**config.mk**
```make
export PLATFORM = sky130hd
export DESIGN_NAME = dmem_arbiter
export DESIGN_NICKNAME = d
export VERILOG_FILES = /design/src/rtl/cpu_types_pkg.sv /design/src/rtl/rr_picker.sv /design/src/rtl/dmem_arbiter.sv
export SDC_FILE = /design/constraint.sdc
export NUM_CORES = 1
export LEC_CHECK = 0
export CAP_MARGIN = 20
export CORE_MARGIN = 4
export CORE_UTILIZATION = 24
export DETAILED_ROUTE_END_ITERATION = 10
export HOLD_SLACK_MARGIN = 0.1
export PLACE_DENSITY = 0.47
export SYNTH_ARGS = -nofsm -noshare
export SYNTH_HDL_FRONTEND = slang
export SYNTH_SLANG_ARGS = --single-unit
export TNS_END_PERCENT = 50
```
**constraint.sdc**
```tcl
create_clock -name CLK -period 3.4 [get_ports CLK]
set_clock_uncertainty 0.15 [all_clocks]
set_input_delay 0.34 -clock CLK [delete_from_list [all_inputs] [get_ports CLK]]
set_output_delay 0.34 -clock CLK [all_outputs]
set_load 0.01 [all_outputs]
```
**src/rtl/cpu_types_pkg.sv**
```systemverilog
// Shared types for the data-memory path: word, RAM handshake state and
// the arbiter's state encoding.
package cpu_types_pkg;

   typedef logic [31:0] word_t;

   typedef enum logic [1:0] {
      FREE   = 2'd0,
      BUSY   = 2'd1,
      ACCESS = 2'd2,
      ERROR  = 2'd3
   } ramstate_t;

   typedef enum logic [1:0] {
      IDLE  = 2'd0,
      GRANT = 2'd1,
      RESP  = 2'd2
   } arb_state_t;

endpackage

```
**src/rtl/rr_picker.sv**
```systemverilog
// Combinational round-robin pick: first requester strictly after 'last'
// in circular order. Outputs a one-hot grant and its index.
module rr_picker #(
   parameter  int CPUS = 2,
   localparam int IW   = (CPUS > 1) ? $clog2(CPUS) : 1
) (
   input  logic [CPUS-1:0] req,
   input  logic [IW-1:0]   last,
   output logic [CPUS-1:0] onehot,
   output logic [IW-1:0]   idx
);

   logic [IW:0]       shift_amt;
   logic [2*CPUS-1:0] req_dbl;
   logic [2*CPUS-1:0] req_rot_dbl;
   logic [CPUS-1:0]   req_rot;
   logic [CPUS-1:0]   win_rot;
   logic [2*CPUS-1:0] win_dbl;
   logic [IW-1:0]     idx_acc [CPUS+1];

   // Rotate so that bit 0 is the core right after 'last', isolate the lowest
   // set bit, then rotate the winner back into core numbering.
   assign shift_amt   = {1'b0, last} + {{IW{1'b0}}, 1'b1};
   assign req_dbl     = {req, req};
   assign req_rot_dbl = req_dbl >> shift_amt;
   assign req_rot     = req_rot_dbl[CPUS-1:0];
   assign win_rot     = req_rot & (~req_rot + {{(CPUS-1){1'b0}}, 1'b1});
   assign win_dbl     = {win_rot, win_rot} << shift_amt;
   assign onehot      = win_dbl[2*CPUS-1:CPUS];

   assign idx_acc[0] = '0;
   generate
      for (genvar gi = 0; gi < CPUS; gi++) begin : g_idx
         assign idx_acc[gi+1] = idx_acc[gi] | (onehot[gi] ? IW'(gi) : {IW{1'b0}});
      end
   endgenerate
   assign idx = idx_acc[CPUS];

endmodule

```
**src/rtl/dmem_arbiter.sv**
```systemverilog
// Round-robin arbiter sharing one RAM port between CPUS cores, one
// transaction in flight, with per-core LL/SC link registers.
module dmem_arbiter
   import cpu_types_pkg::*;
#(
   parameter int CPUS = 2
) (
   input  logic              CLK,
   input  logic              nRST,
   input  logic [CPUS-1:0]   dREN,
   input  logic [CPUS-1:0]   dWEN,
   input  logic [CPUS-1:0]   datomic,
   input  logic [31:0]       daddr  [CPUS],
   input  logic [31:0]       dstore [CPUS],
   output logic [CPUS-1:0]   dwait,
   output logic [31:0]       dload  [CPUS],
   output logic              ramREN,
   output logic              ramWEN,
   output logic [31:0]       ramaddr,
   output logic [31:0]       ramstore,
   input  logic [31:0]       ramload,
   input  ramstate_t         ramstate
);

   localparam int IW = (CPUS > 1) ? $clog2(CPUS) : 1;

   arb_state_t             state_reg;
   logic [IW-1:0]          rr_last_reg;
   logic [IW-1:0]          grant_reg;
   logic [29:0]            addr_reg;
   logic                   write_reg;
   logic                   atomic_reg;
   logic [CPUS-1:0]        link_valid_reg;
   logic [CPUS-1:0][29:0]  link_addr_reg;
   logic [CPUS-1:0][31:0]  dload_reg;
   logic [CPUS-1:0]        dwait_reg;
   logic                   ram_ren_reg;
   logic                   ram_wen_reg;
   logic [31:0]            ram_addr_reg;
   logic [31:0]            ram_store_reg;

   logic [CPUS-1:0]        req;
   logic [CPUS-1:0]        link_hit;
   logic [CPUS-1:0]        pick_onehot;
   logic [CPUS-1:0]        grant_onehot;
   logic [IW-1:0]          pick_idx;
   logic                   pick_write;
   logic                   pick_atomic;
   logic [29:0]            pick_waddr;
   logic                   sc_fail;

   generate
      for (genvar gi = 0; gi < CPUS; gi++) begin : g_core
         assign req[gi]      = dREN[gi] | dWEN[gi];
         assign link_hit[gi] = (link_addr_reg[gi] == addr_reg);
         assign dload[gi]    = dload_reg[gi];
      end
   endgenerate

   rr_picker #(.CPUS(CPUS)) u_picker (
      .req    (req),
      .last   (rr_last_reg),
      .onehot (pick_onehot),
      .idx    (pick_idx)
   );

   // Read+write together is resolved as a write.
   assign pick_write   = dWEN[pick_idx];
   assign pick_atomic  = datomic[pick_idx];
   assign pick_waddr   = daddr[pick_idx][31:2];
   assign sc_fail      = pick_write & pick_atomic &
                         (~link_valid_reg[pick_idx] | (link_addr_reg[pick_idx] != pick_waddr));
   assign grant_onehot = {{(CPUS-1){1'b0}}, 1'b1} << grant_reg;

   assign dwait    = dwait_reg;
   assign ramREN   = ram_ren_reg;
   assign ramWEN   = ram_wen_reg;
   assign ramaddr  = ram_addr_reg;
   assign ramstore = ram_store_reg;

   always_ff @(posedge CLK or negedge nRST) begin
      if (!nRST) begin
         state_reg      <= IDLE;
         rr_last_reg    <= IW'(CPUS - 1);
         grant_reg      <= '0;
         addr_reg       <= '0;
         write_reg      <= 1'b0;
         atomic_reg     <= 1'b0;
         link_valid_reg <= '0;
         link_addr_reg  <= '0;
         dload_reg      <= '0;
         dwait_reg      <= '1;
         ram_ren_reg    <= 1'b0;
         ram_wen_reg    <= 1'b0;
         ram_addr_reg   <= '0;
         ram_store_reg  <= '0;
      end else begin
         case (state_reg)
            IDLE: begin
               if (|req) begin
                  grant_reg  <= pick_idx;
                  addr_reg   <= pick_waddr;
                  write_reg  <= pick_write;
                  atomic_reg <= pick_atomic;
                  if (sc_fail) begin
                     // Failed SC answers straight away and never touches RAM.
                     link_valid_reg[pick_idx] <= 1'b0;
                     dload_reg[pick_idx]      <= '0;
                     dwait_reg                <= ~pick_onehot;
                     state_reg                <= RESP;
                  end else begin
                     rr_last_reg   <= pick_idx;
                     ram_ren_reg   <= ~pick_write;
                     ram_wen_reg   <= pick_write;
                     ram_addr_reg  <= daddr[pick_idx];
                     ram_store_reg <= dstore[pick_idx];
                     state_reg     <= GRANT;
                  end
               end
            end
            GRANT: begin
               // Strobes stay up through BUSY/FREE/ERROR until ACCESS.
               if (ramstate == ACCESS) begin
                  ram_ren_reg <= 1'b0;
                  ram_wen_reg <= 1'b0;
                  dwait_reg   <= ~grant_onehot;
                  state_reg   <= RESP;
                  if (write_reg) begin
                     dload_reg[grant_reg] <= atomic_reg ? 32'd1 : 32'd0;
                     link_valid_reg       <= link_valid_reg & ~link_hit;
                  end else begin
                     dload_reg[grant_reg] <= ramload;
                     if (atomic_reg) begin
                        link_addr_reg[grant_reg]  <= addr_reg;
                        link_valid_reg[grant_reg] <= 1'b1;
                     end
                  end
               end
            end
            RESP: begin
               dwait_reg <= '1;
               state_reg <= IDLE;
            end
            default: begin
               dwait_reg <= '1;
               state_reg <= IDLE;
            end
         endcase
      end
   end

endmodule

```
==> results of run 1 <==
## stage by stage
step                      hold slack (ns)  setup slack [ns]  area (µm²)  power, mW
after floorplan                    -0.106              1.02       11000       9.04
after detailed placement            0.211             0.269       14900       12.5
after global routing                0.216             0.451       15900       16.6
after global placement              0.214             0.273       14900       12.4
after CTS                           0.199             0.585       15900       15.9
final                               0.178             0.514       15900       15.6
## layer usage
metal | wire, µm | track usage | up-vias
met2 | 17600 | 0.242 | 255
met5 | 13 | 0 | -
met1 | 16800 | 0.196 | 4173
li1 | - | - | 4010
met3 | 2210 | 0.0329 | 65
met4 | 1200 | 0.0432 | 2
## power by group
part	total, mW	switching [mW]	internal (mW)	leakage, nW
combinational	7.07	3.24	3.83	3.73
sequential	5.25	1.16	4.08	2.93
clock	3.31	1.25	2.07	0.500
total	15.6	5.66	9.98	7.16
## critical path: cells and delay by family, from the launching register on
kind | cells | cell delay, ns
mux | 1 | 0.35
flops | 1 | 0.45
buf+inv | 1 | 0.23
compound gates | 2 | 0.29
simple gates | 3 | 1.02
xor+xnor | 1 | 0.19
## worst paths after layout
kind	from	to	slack, ns	cells after the start
max	link_addr_reg[52]	ramstore[29]	0.51	8
max in group asynchronous	nRST	dload[47]	1.96	3
min reg2reg	dload[32]	dload[32]	0.32	1
min	nRST	ramaddr[23]	0.18	2
max reg2reg	link_addr_reg[52]	ramstore[29]	0.51	8
min in group CLK	ramload[29]	dload[29]	0.27	2
## synth_stat cells, drive strengths merged (12+ instances only)
cell type,n
nor4,17
buf,23
dfrtp,227
xor2,35
mux2i,27
nor2,12
a22o,62
inv,32
clkbuf,22
o21ai,29
mux2,110
xnor2,70
nand4,21
nand2,226
## kinds of logic after synthesis
group,synth area share
and+or+nand+nor,0.119
DFF,0.523
muxes,0.153
AOI/OAI and AO/OA,0.0903
xor gates and xnor gates,0.0835
buffers and inverters,0.0319
## area by class of cell
cell class / count / share of cell area
Clock buffer: 39 / 0.0518
Clock inverter: 14 / 0.0128
Inverter: 32 / 0.00756
Multi-Input combinational cell: 676 / 0.311
Sequential cell: 230 / 0.362
Tap cell: 600 / 0.0472
Timing Repair Buffer: 323 / 0.207
==> flow_summary_export.csv, run 1 <==
group,metric,value,unit
setup_path,critical_path_required,3.68,ns
grt,grt_pass1_wl,57.0,mm
synth,postSynthAreaPerCell,11.2,µm²
setup_path,cp_data_arrival_time,3.17,ns
final_layout,final_common_cell,"clkdlybuf4s50_1",
timing,max_slew.worst_pin.slew,0.643,ns
detailed_routing,drt_pass1_iterations,4,
final_layout,final_core_util,0.350,
detailed_routing,drc,0,
synth,synth_top_cell_area_share,0.515,
clock_network,cts_root_buf,"clkbuf_16",
worst_hold_path,hold_path_class,"in -> async",
final_layout,largest_reg_flops,64,
setup_path,cp_slowest_cell,"dfrtp_1",
final_layout,syn_to_final_growth,44.2,%
grt,antenna_found_initial,1,
synth,synth_cell_types,49,
detailed_routing,drtIter0Drc,477,
power_and_ir_drop,peakVddDrop,447,µV
timing,fin_crit,2.89,ns
floorplan,io_pins,302,
job,cap_viol_max_count,0,
clock_network,htreeDepth,1,
detailed_routing,route.detailed.wl_per_inst,19.7,µm
grt,grt_max_degree,97,
clock_network,clock_sinks,230,
synth,synth_nets,1153,
grt,grt_pass1_vias,8848,
setup_path,critPathMaxStageDelay,0.45,ns
floorplan,rows,78,
synth,synthFlopType,"dfrtp_1",
placed_design,numPortBuffers,301,
setup_path,path_max_fanout,47,
setup_path,cp-start-kind,"flop",
synth,ys_seq_elements,230,
final_layout,nNetsFinal,1462,
floorplan,core,45400,µm²
timing,setup_viol,0,
setup_path,worst_path_most_repeated_cell,"nor4_1",
detailed_routing,num_vias,8505,
setup_path,worstPathCellList,"xor2_1, nor4_1, nand4_1, nor4_1, o22a_4, o21ai_4, buf_12, mux2_4",
synth,yosys.area.top_type,"dfrtp_1",
synth,synth_seq_area_share,0.523,
clock_network,ctsLongestPathBuffers,3,
floorplan,die-area,49400,µm²
grt,grt-ovfl-total,0,
synth,ys_async_sr_fraction,1.00,
final_layout,multiInputGateArea,4950,µm²
final_layout,mostFrequentLayoutCells,"300 x clkdlybuf4s50_1, 227 x dfrtp_1, 226 x nand2_1",
setup_path,critical_path_class,"reg -> reg",
timing,min_period_over_period,0.849,
floorplan,die_w,222,µm
placed_design,routabilityCongestion,0.835,
synth,yosysWarnings,0,
clock_network,cts_resized,0,
timing,rsz0062_at_grt,"no",
final_layout,seqCellArea,5760,µm²
timing,setup_tns,0,ns
detailed_routing,wirelength,37.8,mm
final_layout,num_antenna_cells,0,
placed_design,place_hpwl,27.4,mm
timing,fmax,346,MHz
timing,hold_viol,0,
synth,synthTopCellsByArea,"dfrtp_1 52%, nand2_1 7.7%, mux2_2 6.5%",
timing,maxSlewHeadroom,0.571,
floorplan,start_util,0.243,
clock_network,clk_pin_slew,0.06,ns
grt,grt_use_total,0.147,
timing,slew_violations,0,
final_layout,fin_cells,1914,
synth,synth-edff-count,0,
final_layout,drive_gt1_frac,0.149,
power_and_ir_drop,power_density,984,nW/µm²
clock_network,clkLatencyLatePin,0.56,ns
synth,synthCells,983,
power_and_ir_drop,leakagePower,7.16,nW
detailed_routing,vias_per_cell,4.44,
clock_network,cts_tree,"built",
placed_design,dp_cells,1860,
setup_path,end_kind,"flop",
floorplan,die_y,222,µm
detailed_routing,postRouteAntennaNets,0,
clock_network,numCtsBuffers,29,
clock_network,post-cts-setup-buffer-count,0,
clock_network,holdBufCountCts,1,
synth,synth_area,11000,µm²
outcome,status,"finished, final reports clean",
final_layout,n_fill_cell,4566,
Power figures use the tool's default switching activity.
==> run 2, diff against run 1 <==
--- a/config.mk
+++ b/config.mk
@@ -10,7 +10,7 @@
 export CORE_UTILIZATION = 24
 export DETAILED_ROUTE_END_ITERATION = 10
 export HOLD_SLACK_MARGIN = 0.1
-export PLACE_DENSITY = 0.47
+export PLACE_DENSITY = 0.48
 export SYNTH_ARGS = -nofsm -noshare
 export SYNTH_HDL_FRONTEND = slang
 export SYNTH_SLANG_ARGS = --single-unit
==> constraint.sdc (replaced) <==
create_clock -name CLK -period 2.55 [get_ports CLK]
set_clock_uncertainty 0.15 [all_clocks]
set_input_delay 0.255 -clock CLK [delete_from_list [all_inputs] [get_ports CLK]]
set_output_delay 0.255 -clock CLK [all_outputs]
set_load 0.01 [all_outputs]
==> run 2 against run 1 <==
Compared with the run above: setup slack worse by 0.51 ns; final area grew 3.6%; power rose by 36%; routed wire length is essentially flat; core utilization up 1.3 points; combinational power is 41% higher; critical path depth up 1; register-to-register slack lost 0.51 ns; non-clock buffer count increased by 59; via count grew 1.1%; die area unchanged.
==> flow_summary_export.csv, run 2 (synthesis gave the netlist of run 1 again) <==
group,metric,value,unit
timing,setup_viol,0,
job,cap_viol_max_count,0,
setup_path,end_kind,"flop",
power_and_ir_drop,p_total,21.3,mW
setup_path,setup.worst_path.end,"ramaddr[0]",
power_and_ir_drop,switching_power,7.59,mW
floorplan,core,45400,µm²
setup_path,cp_slowest_cell,"dfrtp_1",
final_layout,final_common_cell,"clkdlybuf4s50_1",
power_and_ir_drop,power_frac_seq,0.328,
clock_network,htreeDepth,1,
final_layout,stdcell_area,16500,µm²
setup_path,path_max_fanout,24,
power_and_ir_drop,combinationalPowerShare,0.467,
grt,grt_pass1_wl,56.4,mm
floorplan,rows,78,
power_and_ir_drop,p_sw_frac,0.356,
worst_hold_path,hold_path_class,"in -> async",
final_layout,final_core_util,0.363,
power_and_ir_drop,peakVddDrop,640,µV
grt,grt_pass1_vias,9026,
final_layout,syn_to_final_growth,49.4,%
floorplan,die_y,222,µm
clock_network,ctsLongestPathBuffers,3,
clock_network,cts_root_buf,"clkbuf_16",
detailed_routing,num_vias,8597,
detailed_routing,route.detailed.wl_per_inst,19.2,µm
timing,max_slew.worst_pin.slew,0.664,ns
grt,antenna_found_initial,1,
setup_path,r2r-start,"link_addr_reg[1]",
setup_path,cp-start-kind,"flop",
timing,fmax,393,MHz
setup_path,cp_data_arrival_time,2.82,ns
setup_path,critical_path_class,"reg -> reg",
power_and_ir_drop,clkPwrFrac,0.205,
final_layout,mostFrequentLayoutCells,"300 x clkdlybuf4s50_1, 227 x dfrtp_1, 226 x nand2_1",
outcome,status,"finished, final reports clean",
power_and_ir_drop,leakagePower,7.48,nW
setup_path,critPathMaxStageDelay,0.39,ns
timing,hold_viol,0,
detailed_routing,postRouteAntennaNets,0,
placed_design,place_hpwl,28.3,mm
detailed_routing,wirelength,37.8,mm
placed_design,numPortBuffers,301,
timing,slew_violations,0,
setup_path,r2r-end,"ramaddr[0]",
clock_network,clkLatencyLatePin,0.56,ns
setup_path,crit_path_start,"link_addr_reg[1]",
floorplan,io_pins,302,
setup_path,r2r_cells,9,
grt,grt_max_degree,74,
clock_network,clk_pin_slew,0.06,ns
timing,fin_crit,2.55,ns
power_and_ir_drop,p_int,13.7,mW
power_and_ir_drop,power_density,1300,nW/µm²
final_layout,drive_gt1_frac,0.188,
floorplan,die-area,49400,µm²
grt,grt-ovfl-total,0,
floorplan,start_util,0.243,
detailed_routing,drtIter0Drc,519,
placed_design,place_area,15300,µm²
grt,grt_use_total,0.145,
clock_network,cts_tree,"built",
detailed_routing,drt_pass1_iterations,4,
timing,fin_hold_ws,0.0872,ns
setup_path,reg2reg_slack,0.003,ns
final_layout,largest_reg_flops,64,
detailed_routing,drc,0,
placed_design,routabilityCongestion,0.851,
setup_path,critical_path_required,2.83,ns
timing,min_period_over_period,0.999,
final_layout,n_fill_cell,4535,
final_layout,nNetsFinal,1520,
clock_network,clock_sinks,230,
setup_path,worstPathCellList,"inv_1, a222oi_1, nand4_1, buf_4, nor4_2, o22a_4, o21ai_4, buf_12, mux2_4",
floorplan,die_w,222,µm
detailed_routing,vias_per_cell,4.36,
timing,maxSlewHeadroom,0.557,
clock_network,numCtsBuffers,28,
timing,rsz0062_at_grt,"yes",
## run 2: worst max-delay path: cells and delay by family (launching register included)
family,cells,cell delay [ns]
compound gates,3,0.63
mux,1,0.31
flops,1,0.39
simple gates,2,0.43
buf+inv,3,0.47
## run 2: worst min path at each step
stage          startpoint     endpoint  slack, ns
6_report             nRST   ramaddr[6]       0.09
5_1_grt              nRST   ramaddr[6]       0.15
4_1_cts              nRST   ramaddr[6]       0.13
3_5_place_dp         nRST   ramaddr[6]       0.14
3_3_place_gp         nRST   ramaddr[6]       0.14
2_1_floorplan        nRST  addr_reg[0]      -0.19
## run 2: power groups by stage
stage                     clock network [mW]  registers, mW  logic [mW]
after floorplan                            0           7.20        4.85
after global placement                     0           7.03        9.95
after detailed placement                   0           7.05        10.0
after CTS                               4.51           7.01        10.1
after global routing                    4.67           7.25        10.7
final                                   4.37           7.00        9.96
## run 2: per-layer routing
layer,share of wire,GRT usage,routed length [µm]
met1,0.44,0.191,16700
met2,0.49,0.252,18500
met3,0.053,0.0297,1990
met4,0.016,0.0238,613
met5,0,0,0
## run 2: timing repair
item | CTS | global route
endpoints found under the hold margin | 227 | 0
resized for setup | 2 | 9
cloned | 0 | 1
pin swaps | 3 | 6
buffers inserted | 0 | 4
hold buffers | 1 | 0
endpoints found under the setup margin | 68 | 121
## run 2: area by class of cell
class	instances	area, µm²	area share
antenna	1	2.50	0.000152
clock buffer	38	788	0.0479
clock inverter	12	224	0.0136
inverter	32	120	0.00730
multi-input combinational	676	5000	0.304
sequential	230	5760	0.350
tap	600	751	0.0456
timing repair buffer	382	3820	0.232
## run 2: through the flow
stage               worst slack, ns  std cells  setup TNS [ns]
finish                      0.00261       1971               0
detailed placement           -0.399       1914          -47.77
floorplan                     0.174        983               0
global placement             -0.426       1914          -48.40
CTS                        0.000716       1965               0
global route                -0.0753       1970           -2.35
==> run 3, diff against run 2 <==
--- a/config.mk
+++ b/config.mk
@@ -7,11 +7,11 @@
 export LEC_CHECK = 0
 export CAP_MARGIN = 20
 export CORE_MARGIN = 4
-export CORE_UTILIZATION = 24
+export CORE_UTILIZATION = 28
 export DETAILED_ROUTE_END_ITERATION = 10
 export HOLD_SLACK_MARGIN = 0.1
-export PLACE_DENSITY = 0.48
+export PLACE_DENSITY = 0.54
 export SYNTH_ARGS = -nofsm -noshare
 export SYNTH_HDL_FRONTEND = slang
 export SYNTH_SLANG_ARGS = --single-unit
-export TNS_END_PERCENT = 50
+export TNS_END_PERCENT = 5
==> run 3 against run 2 <==
Compared with the run above: global-route usage is 1.8 points higher; first-iteration DRC count fell by 19%; routed wire length fell by 4.3%; final area is 1.4% lower; clock power is 4% lower; setup slack improved by 0.020 ns; sequential share of layout area grew 0.51 points; critical endpoint is now ramstore[14]; highest routed layer is now met5.
==> flow_summary_export.csv, run 3 (synthesis gave the netlist of run 1 again) <==
group,metric,value,unit
clock_network,ctsLongestPathBuffers,3,
clock_network,numCtsBuffers,29,
floorplan,io_pins,302,
placed_design,dp_cells,1828,
final_layout,drive_gt1_frac,0.186,
outcome,status,"finished, final reports clean",
detailed_routing,vias_per_cell,4.61,
grt,grt_max_degree,72,
detailed_routing,route.detailed.wl_per_inst,19.2,µm
power_and_ir_drop,power_density,1290,nW/µm²
power_and_ir_drop,combinationalPowerShare,0.467,
setup_path,reg2reg_slack,0.02,ns
detailed_routing,num_vias,8696,
power_and_ir_drop,p_sw_frac,0.359,
placed_design,numPortBuffers,301,
grt,antenna_found_initial,5,
detailed_routing,postRouteAntennaNets,0,
final_layout,mostFrequentLayoutCells,"300 x clkdlybuf4s50_1, 227 x dfrtp_1, 226 x nand2_1",
final_layout,nNetsFinal,1513,
setup_path,r2r-end,"ramstore[14]",
placed_design,routabilityCongestion,0.890,
grt,grt_use_total,0.164,
power_and_ir_drop,peakVddDrop,660,µV
power_and_ir_drop,p_total,21.0,mW
final_layout,final_common_cell,"clkdlybuf4s50_1",
detailed_routing,drt_pass1_iterations,7,
timing,fmax,396,MHz
timing,fin_crit,2.53,ns
power_and_ir_drop,clkPwrFrac,0.200,
timing,hold_viol,0,
setup_path,r2r-start,"link_addr_reg[52]",
clock_network,cts_tree,"built",
grt,grt-ovfl-total,0,
detailed_routing,highest_layer,"met5",
worst_hold_path,hold_path_class,"in -> async",
power_and_ir_drop,leakagePower,7.40,nW
floorplan,core,38700,µm²
final_layout,fin_cells,1886,
setup_path,r2r_cells,8,
final_layout,stdcell_area,16200,µm²
clock_network,clk_pin_slew,0.06,ns
power_and_ir_drop,power_frac_seq,0.333,
setup_path,critical_path_class,"reg -> reg",
power_and_ir_drop,p_int,13.4,mW
timing,slew_violations,0,
grt,grt_pass1_wl,54.3,mm
final_layout,final_core_util,0.419,
final_layout,n_fill_cell,3770,
setup_path,cp-start-kind,"flop",
detailed_routing,drc,0,
final_layout,largest_reg_flops,64,
timing,min_period_over_period,0.991,
grt,grt_pass1_vias,8909,
detailed_routing,wl_met2,17.0,mm
setup_path,critical_path_required,2.83,ns
clock_network,cts_root_buf,"clkbuf_16",
detailed_routing,drtIter0Drc,419,
floorplan,start_util,0.284,
timing,rsz0062_at_grt,"yes",
clock_network,htreeDepth,1,
floorplan,die-area,42600,µm²
placed_design,place_area,15200,µm²
detailed_routing,met3WireLength,1.99,mm
setup_path,end_kind,"flop",
detailed_routing,wirelength,36.2,mm
job,cap_viol_max_count,0,
setup_path,cp_data_arrival_time,2.81,ns
power_and_ir_drop,switching_power,7.54,mW
floorplan,rows,72,
timing,maxSlewHeadroom,0.606,
floorplan,die_y,206,µm
detailed_routing,wl_met1,15.9,mm
final_layout,syn_to_final_growth,47.2,%
clock_network,clock_sinks,230,
placed_design,place_hpwl,27.0,mm
setup_path,path_max_fanout,28,
timing,max_slew.worst_pin.slew,0.591,ns
floorplan,die_w,206,µm
timing,setup_viol,0,
clock_network,clkLatencyLatePin,0.56,ns
-- run 3: cell count changes in the layout (fill, tap and decap cells not counted), sizes merged --
cell / change
diode: +1
buf: -7
bufinv: -2
clkbuf: -2
clkinvlp: +3
inv: +2
clkinv: +2
-- run 3: metal layers --
| layer | GRT usage | vias to the layer above |
|---|---|---|
| met4 | 0.0549 | 4 |
| met2 | 0.261 | 243 |
| met3 | 0.0314 | 70 |
| met1 | 0.224 | 4253 |
| li1 | - | 4126 |
| met5 | 0 | - |
-- run 3: layout make-up --
class,count,area [µm²],area share
flip-flops and latches,230,5760,0.355
multi-input cells,676,5000,0.308
repair buffers,374,3700,0.228
clock buffers,37,776,0.0478
well taps,518,648,0.0400
clock inverters,17,210,0.0130
inverters,32,120,0.00740
diodes,2,5.00,0.000308
-- run 3: power by group through the flow --
stage	clock, mW	combinational (mW)	sequential (mW)
final	4.21	9.80	6.98
after detailed placement	0	9.85	7.04
after global placement	0	9.77	7.01
after floorplan	0	4.85	7.20
after global routing	4.48	10.5	7.26
after CTS	4.32	9.91	7.00
-- run 3: repair_timing --
action | in CTS | in global routing
setup endpoints to repair | 53 | 119
gates resized for setup | 3 | 9
pin swaps | 1 | 6
hold buffers | 1 | 0
setup buffers | 0 | 1
hold endpoints to repair | 228 | 0
-- run 3: worst max-delay path, cell delays in order (launching register included) --
cell and delay (ns):
dfrtp_1 0.44, xor2_1 0.20, nor4_2 0.29, nand4_1 0.25, nor4_2 0.23, o22a_4 0.20, o21ai_4 0.09, buf_12 0.20
mux2_4 0.32
-- run 3: how the worst max path moves through the flow --
stage / slack, ns / startpoint / to
2_1_floorplan: 0.17 / link_addr_reg[37] / ramaddr[0]
3_3_place_gp: -0.41 / daddr[16] / ramaddr[29]
3_5_place_dp: -0.41 / daddr[16] / ramaddr[24]
4_1_cts: 0.002 / link_addr_reg[12] / ramstore[14]
5_1_grt: -0.1 / link_addr_reg[12] / ramstore[19]
6_report: 0.02 / link_addr_reg[52] / ramstore[14]
-- run 3: metrics by stage --
step,setup WS (ns),hold WS [ns],setup TNS [ns]
floorplan,0.174,-0.191,0
global placement,-0.408,0.114,-46.19
detailed placement,-0.407,0.118,-46.57
CTS,0.00203,0.121,0
global route,-0.0963,0.149,-5.51
finish,0.0224,0.108,0
